## config.mk

```make
export PLATFORM = sky130hd
export DESIGN_NAME = cpu_mem_arbiter
export DESIGN_NICKNAME = d
export VERILOG_FILES = /design/src/rtl/cpu_mem_arbiter_pkg.sv /design/src/rtl/cpu_mem_arbiter_owner_fifo.sv /design/src/rtl/cpu_mem_arbiter.sv
export SDC_FILE = /design/constraint.sdc
export NUM_CORES = 1
export LEC_CHECK = 0
export CAP_MARGIN = 10
export CORE_AREA = 2 2 121 123
export DETAILED_ROUTE_END_ITERATION = 16
export DIE_AREA = 0 0 123 125
export PLACE_DENSITY = 0.55
export REMOVE_ABC_BUFFERS = 1
export SLEW_MARGIN = 10
export SYNTH_ARGS = -nofsm -noshare
export SYNTH_HDL_FRONTEND = slang
export SYNTH_SLANG_ARGS = --single-unit
```

## constraint.sdc

```tcl
create_clock -name clk -period 6.01 [get_ports clk]
set_clock_uncertainty 0.1 [all_clocks]
set_input_delay 1.202 -clock clk [delete_from_list [all_inputs] [get_ports clk]]
set_output_delay 1.202 -clock clk [all_outputs]
set_load 0.01 [all_outputs]
```

## src/rtl/cpu_mem_arbiter_pkg.sv

```systemverilog
`default_nettype none
// ============================================================================
//  Module      : cpu_mem_arbiter_pkg
//  Description : Shared encodings for the CPU memory-port arbiter: owner IDs
//                carried in the owner FIFO and SRAM-like transfer sizes.
//  Revision    : 1.0 - initial release
// ============================================================================
package cpu_mem_arbiter_pkg;

    // Owner ID stored per outstanding transaction
    localparam logic OWNER_INST = 1'b0;
    localparam logic OWNER_DATA = 1'b1;

    // SRAM-like size encodings
    localparam logic [1:0] SIZE_BYTE = 2'd0;
    localparam logic [1:0] SIZE_HALF = 2'd1;
    localparam logic [1:0] SIZE_WORD = 2'd2;

endpackage : cpu_mem_arbiter_pkg
`default_nettype wire

```

## src/rtl/cpu_mem_arbiter_owner_fifo.sv

```systemverilog
`default_nettype none
// ============================================================================
//  Module      : mem_owner_fifo
//  Description : 1-bit-wide synchronous FIFO recording which requester owns
//                each accepted-but-unreturned memory transaction. The head is
//                read combinationally so a return can be steered in the same
//                cycle it arrives.
//  Revision    : 1.0 - initial release
// ============================================================================
module mem_owner_fifo
    import cpu_mem_arbiter_pkg::*;
#(
    parameter int DEPTH = 2
) (
    input  logic clk,
    input  logic reset,
    input  logic push,
    input  logic pop,
    input  logic din,
    output logic dout,
    output logic empty,
    output logic full
);

    localparam int PTR_W = (DEPTH > 1) ? $clog2(DEPTH) : 1;
    localparam int CNT_W = $clog2(DEPTH + 1);

    logic [DEPTH-1:0] mem_q,    mem_d;
    logic [PTR_W-1:0] wr_ptr_q, wr_ptr_d;
    logic [PTR_W-1:0] rd_ptr_q, rd_ptr_d;
    logic [CNT_W-1:0] count_q,  count_d;
    logic             do_push;
    logic             do_pop;

    assign empty = (count_q == '0);
    assign full  = (count_q == CNT_W'(DEPTH));
    assign dout  = mem_q[rd_ptr_q];

    // Next-state: a push into a full FIFO is only honoured when a pop frees a slot
    always_comb begin
        do_push  = push & (~full | pop);
        do_pop   = pop & ~empty;
        mem_d    = mem_q;
        wr_ptr_d = wr_ptr_q;
        rd_ptr_d = rd_ptr_q;
        count_d  = count_q;
        if (do_push) begin
            mem_d[wr_ptr_q] = din;
            wr_ptr_d = (wr_ptr_q == PTR_W'(DEPTH - 1)) ? '0 : wr_ptr_q + PTR_W'(1);
        end
        if (do_pop) begin
            rd_ptr_d = (rd_ptr_q == PTR_W'(DEPTH - 1)) ? '0 : rd_ptr_q + PTR_W'(1);
        end
        case ({do_push, do_pop})
            2'b10:   count_d = count_q + CNT_W'(1);
            2'b01:   count_d = count_q - CNT_W'(1);
            default: count_d = count_q;
        endcase
    end

    // State register
    always_ff @(posedge clk) begin
        if (reset) begin
            mem_q    <= '0;
            wr_ptr_q <= '0;
            rd_ptr_q <= '0;
            count_q  <= '0;
        end else begin
            mem_q    <= mem_d;
            wr_ptr_q <= wr_ptr_d;
            rd_ptr_q <= rd_ptr_d;
            count_q  <= count_d;
        end
    end

endmodule : mem_owner_fifo
`default_nettype wire

```

## src/rtl/cpu_mem_arbiter.sv

```systemverilog
`default_nettype none
// ============================================================================
//  Module      : cpu_mem_arbiter
//  Description : Shares one SRAM-like split-transaction memory port between
//                the instruction-fetch and load/store requesters. Data has
//                priority unless inst has been starved; an un-accepted request
//                locks the grant so the address never changes mid-request.
//                Returns are steered in order via an owner FIFO.
//  Revision    : 1.0 - initial release
// ============================================================================
module cpu_mem_arbiter
    import cpu_mem_arbiter_pkg::*;
#(
    parameter int OUTSTANDING  = 2,
    parameter int STARVE_LIMIT = 8
) (
    input  logic        clk,
    input  logic        reset,
    // instruction-fetch requester
    input  logic        inst_req,
    input  logic        inst_wr,
    input  logic [1:0]  inst_size,
    input  logic [31:0] inst_addr,
    input  logic [31:0] inst_wdata,
    output logic        inst_addr_ok,
    output logic        inst_data_ok,
    output logic [31:0] inst_rdata,
    // load/store requester
    input  logic        data_req,
    input  logic        data_wr,
    input  logic [1:0]  data_size,
    input  logic [31:0] data_addr,
    input  logic [31:0] data_wdata,
    output logic        data_addr_ok,
    output logic        data_data_ok,
    output logic [31:0] data_rdata,
    // memory side
    output logic        mem_req,
    output logic        mem_wr,
    output logic [1:0]  mem_size,
    output logic [31:0] mem_addr,
    output logic [31:0] mem_wdata,
    input  logic        mem_addr_ok,
    input  logic        mem_data_ok,
    input  logic [31:0] mem_rdata,
    // status
    output logic        err
);

    localparam int STARVE_W = $clog2(STARVE_LIMIT + 1);

    logic                lock_valid_q, lock_valid_d;
    logic                lock_owner_q, lock_owner_d;
    logic [STARVE_W-1:0] starve_q,     starve_d;
    logic                err_q,        err_d;

    logic grant_valid;
    logic grant_owner;
    logic fifo_push;
    logic fifo_pop;
    logic fifo_head;
    logic fifo_empty;
    logic fifo_full;

    // Grant selection: a held lock overrides everything; otherwise data wins
    // unless inst has waited STARVE_LIMIT cycles. Nothing new while full.
    always_comb begin
        grant_valid = 1'b0;
        grant_owner = OWNER_DATA;
        if (lock_valid_q) begin
            grant_valid = 1'b1;
            grant_owner = lock_owner_q;
        end else if (!fifo_full) begin
            if (data_req && !(inst_req && (starve_q >= STARVE_W'(STARVE_LIMIT)))) begin
                grant_valid = 1'b1;
                grant_owner = OWNER_DATA;
            end else if (inst_req) begin
                grant_valid = 1'b1;
                grant_owner = OWNER_INST;
            end
        end
    end

    // Request mux toward memory; fields read as zero when nothing is granted
    always_comb begin
        mem_req   = ~reset & grant_valid &
                    ((grant_owner == OWNER_INST) ? inst_req : data_req);
        mem_wr    = 1'b0;
        mem_size  = 2'd0;
        mem_addr  = 32'd0;
        mem_wdata = 32'd0;
        if (mem_req) begin
            if (grant_owner == OWNER_INST) begin
                mem_wr    = inst_wr;
                mem_size  = inst_size;
                mem_addr  = inst_addr;
                mem_wdata = inst_wdata;
            end else begin
                mem_wr    = data_wr;
                mem_size  = data_size;
                mem_addr  = data_addr;
                mem_wdata = data_wdata;
            end
        end
    end

    // Address accept, owner tracking and return steering
    always_comb begin
        fifo_push    = mem_req & mem_addr_ok;
        fifo_pop     = ~reset & mem_data_ok & ~fifo_empty;
        inst_addr_ok = fifo_push & (grant_owner == OWNER_INST);
        data_addr_ok = fifo_push & (grant_owner == OWNER_DATA);
        inst_data_ok = fifo_pop  & (fifo_head == OWNER_INST);
        data_data_ok = fifo_pop  & (fifo_head == OWNER_DATA);
        inst_rdata   = mem_rdata;
        data_rdata   = mem_rdata;
        err          = err_q;
    end

    // Next-state for lock, starvation counter and sticky error
    always_comb begin
        lock_valid_d = mem_req & ~mem_addr_ok;
        lock_owner_d = lock_valid_d ? grant_owner : lock_owner_q;
        starve_d     = starve_q;
        if (!inst_req || inst_addr_ok) begin
            starve_d = '0;
        end else if (mem_req && (grant_owner == OWNER_DATA) &&
                     (starve_q < STARVE_W'(STARVE_LIMIT))) begin
            starve_d = starve_q + STARVE_W'(1);
        end
        err_d = err_q | (mem_data_ok & fifo_empty);
    end

    // State register
    always_ff @(posedge clk) begin
        if (reset) begin
            lock_valid_q <= 1'b0;
            lock_owner_q <= OWNER_INST;
            starve_q     <= '0;
            err_q        <= 1'b0;
        end else begin
            lock_valid_q <= lock_valid_d;
            lock_owner_q <= lock_owner_d;
            starve_q     <= starve_d;
            err_q        <= err_d;
        end
    end

    mem_owner_fifo #(
        .DEPTH (OUTSTANDING)
    ) u_owner_fifo (
        .clk   (clk),
        .reset (reset),
        .push  (fifo_push),
        .pop   (fifo_pop),
        .din   (grant_owner),
        .dout  (fifo_head),
        .empty (fifo_empty),
        .full  (fifo_full)
    );

endmodule : cpu_mem_arbiter
`default_nettype wire
```

==> flow_metrics.tcl <==
set metrics [dict create \
    run_status "complete, no violations" \
    worstSkewPairLatency_ns 0.24 \
    syn-instance-count 368 \
    antenna_found_initial 0 \
    period_share_pct 79.59 \
    longest_individual_stage_delay_on_the_worst_path_ns 0.52 \
    fmaxAchievable_mhz 209.1 \
    leakage_uw 0.001532 \
    worst_ep_required_time_ns 4.71 \
    portBuffers 212 \
    finalHoldViolCount 0 \
    min_delay_path_depth 2 \
    ios 309 \
    holdWs_ns 0.3630 \
    timing.critical_path.cells "clkdlybuf4s50_1 -> nand2b_1 -> and4b_4 -> o21ai_4 -> buf_4 -> a21oi_1 -> clkdlybuf4s50_1" \
    cap_viol_max_count 0 \
    synth-simple-area-share_pct 32.21 \
    worst_path_max_delay_cell "clkdlybuf4s50_1" \
    crit_arrival_ns 3.48 \
    synth_most_common_cell "nand2_1" \
    synth-edff-count 0 \
    synth_seq_cells 13 \
    yosys-top-cells-count "nand2_1, a21oi_1, buf_4" \
    clock_tree.htree_level_count 1 \
    postRouteWirelength_um 11470 \
    synth_top_area_share_pct 24.38 \
    syn_area_mm2 0.002110 \
    synth.top_cells.by_area "nand2_1, buf_4, a21oi_1" \
    drt-wirelength-per-cell_um 16.67 \
    first_pass_grt_wire_length_um 16060 \
    final-max-slew-violation-count 0 \
    yosys-mux-area-fraction_pct 0.5338 \
    diodes 0 \
    postSynthAreaPerCell_um2 5.732 \
    critPathMaxFanout 38 \
    postRouteAntennaNets 0 \
    crit_top_cell "clkdlybuf4s50_1" \
    cts_root_buf "clkbuf_16" \
    maximum_vdd_drop_uv 81.25 \
    place_worst_setup_slack_ns 1.218 \
    globalRouteTotalUtil_pct 13.76 \
    synth-async-reset-ratio_pct 0 \
    tritoncts "done" \
    unrepaired_setup_endpoints_after_global_routing "false" \
    globalRouteOverflowTotal 0 \
    critical_path_class "primary input to primary output" \
    synth_fa_ha_area_share_pct 1.779 \
    hold_buffers 0 \
    finalNetCount 680 \
    worst_slack_ns 1.227 \
    dpl.cell_count 684 \
    ys_types 34 \
    placeableCoreArea_mm2 0.01420 \
    post_layout_nonfiller_instances 688 \
    post_route_cells_drive_above_1_share_pct 3.175 \
    synth_top_family_by_area "simple AND/OR/NAND/NOR gates" \
    finalWeightedCongestion 0.9537 \
    synth-compound-area-share_pct 21.71 \
    yosys_warning_total 0 \
    powerDensity_mw_per_mm2 133.3 \
    logic_depth_of_the_worst_register_to_register_path 7 \
    placementRows 44 \
    drt-initial-drc-count 147 \
    cpLargestDelayFamily "buffers and inverters" \
    hold_path.class "flop to flop" \
    critical_path_depth_in_cells 7 \
    drc_errors 0 \
    clk_transition_reported_paths_ns 0.04 \
    setup_crit_end_kind "primary output" \
    finalSetupTns_ns 0 \
    yosysTopAreaCell "nand2_1" \
    synth_top_flop_cell "dfxtp_1" \
    cts-buffers-inserted 3 \
    core_occupancy_in_the_finished_layout_pct 28.24 \
    starting_utilization_of_the_core_area_pct 14.85 \
    clock-sinks 13 \
    die-area_mm2 0.01538 \
    final_period_minus_worst_setup_slack_ns 4.783 \
    post_drt_via_cell_ratio 4.259 \
    area_delta_synth_final_pct 90.15 \
    share_of_the_yosys_chip_area_belonging_to_registers_pct 12.34 \
    worst-slew-pin-transition_ns 0.7443 \
    die-height_um 125 \
    n_fill_cell 1568 \
    cts_resized 0 \
    post_dp_hpwl_um 9227 \
    final-setup-viol-count 0 \
    total_number_of_vias 2930 \
    firstDrtPassIters 4 \
    first_global_vias 2914 \
    grt_start_max_net_pins 42 \
    cts_buffer_depth 2 \
    die_width_um 123 \
    number_of_buffer_and_inverter_stages_on_the_critical_path 3 \
    crit_path_start_kind "primary input" \
    post_synth_xor_area_fraction_pct 2.076 \
    max_slew_margin_pct 49.92 \
    cts_setup_buffers 0 \
]
==> state kept, by name, summed over array words and instances (netlist names) <==
register,count
u_owner_fifo.wr_ptr_q,1
u_owner_fifo.count_q,2
u_owner_fifo.mem_q,2
err,1
starve_q,4
u_owner_fifo.rd_ptr_q,1
lock_owner_q,1
lock_valid_q,1
==> power breakdown <==
| group | leakage [uW] | switching [uW] | internal [uW] |
|---|---|---|---|
| sequential | 0.000106 | 4.62 | 91.7 |
| combinational | 0.00139 | 135 | 178 |
| clock | 0.0000382 | 36.1 | 89.4 |
| total | 0.00153 | 176 | 359 |
==> metrics by stage <==
stage / cell area [um^2] / power [uW]
3_3_place_gp: 3933 / 410.3
2_1_floorplan: 1513 / 214.5
4_1_cts: 4011 / 541.8
5_1_grt: 4011 / 568.1
3_5_place_dp: 3933 / 411.9
6_report: 4011 / 534.8
==> logic make-up after synthesis <==
group | count (synthesis)
AOI/OAI and AO/OA | 86
and+or+nand+nor | 167
muxes | 1
DFF | 13
adders and majority gates | 3
xor gates and xnor gates | 5
buffers and inverters | 93
==> cell usage in the layout (no fill, tap or decap), types with 2 or more instances in the layout <==
cell,synthesis,routed
inv_1,5,5
nand2_1,137,137
nand2b_1,2,2
nor4_1,2,2
xor2_1,3,3
clkbuf_16,0,3
or3_1,2,2
nor2b_1,3,3
xnor2_1,2,2
clkdlybuf4s50_1,0,212
dfxtp_1,13,13
buf_4,66,7
a21oi_1,73,73
and3_1,2,2
nor2_1,12,11
o21ai_0,5,5
ha_1,3,3
nor3b_1,2,2
==> metal layers <==
metal	vias up	share of wire [%]	wire, um	track usage, %
li1	1391	-	-	-
met1	1302	39	4451	15.70
met2	219	42	4794	19.21
met3	14	17	1959	10.58
met4	4	1.4	161	3.476
met5	-	0.89	102	8.882
==> path summary, 6_finish.rpt <==
path | from | to | slack (ns)
setup / recovery | data_req | mem_wdata[1] | 1.23
hold reg to reg | err | err | 0.36
hold / removal | err | err | 0.36
setup reg to reg | lock_valid_q | u_owner_fifo.count_q[1] | 3.47
==> worst reg2reg max path, delay by kind of cell (launching register included) <==
| family | cells | cell delay, ns |
|---|---|---|
| flip-flops | 1 | 0.37 |
| AND/OR/NAND/NOR | 2 | 0.77 |
| buffers and inverters | 1 | 0.15 |
| multiplexers | 1 | 0.42 |
| adder cells (fa/ha/maj) | 1 | 0.28 |
| AO/OA/AOI/OAI | 2 | 0.39 |
==> layout make-up <==
cell class | count | area, um^2 | area share (%)
inverter | 6 | 22.52 | 0.5614
multi-input combinational | 262 | 1245 | 31.04
timing repair buffer | 219 | 2175 | 54.21
tap | 184 | 230.2 | 5.739
clock buffer | 4 | 78.83 | 1.965
sequential | 13 | 260.3 | 6.488
Power figures use the tool's default switching activity.
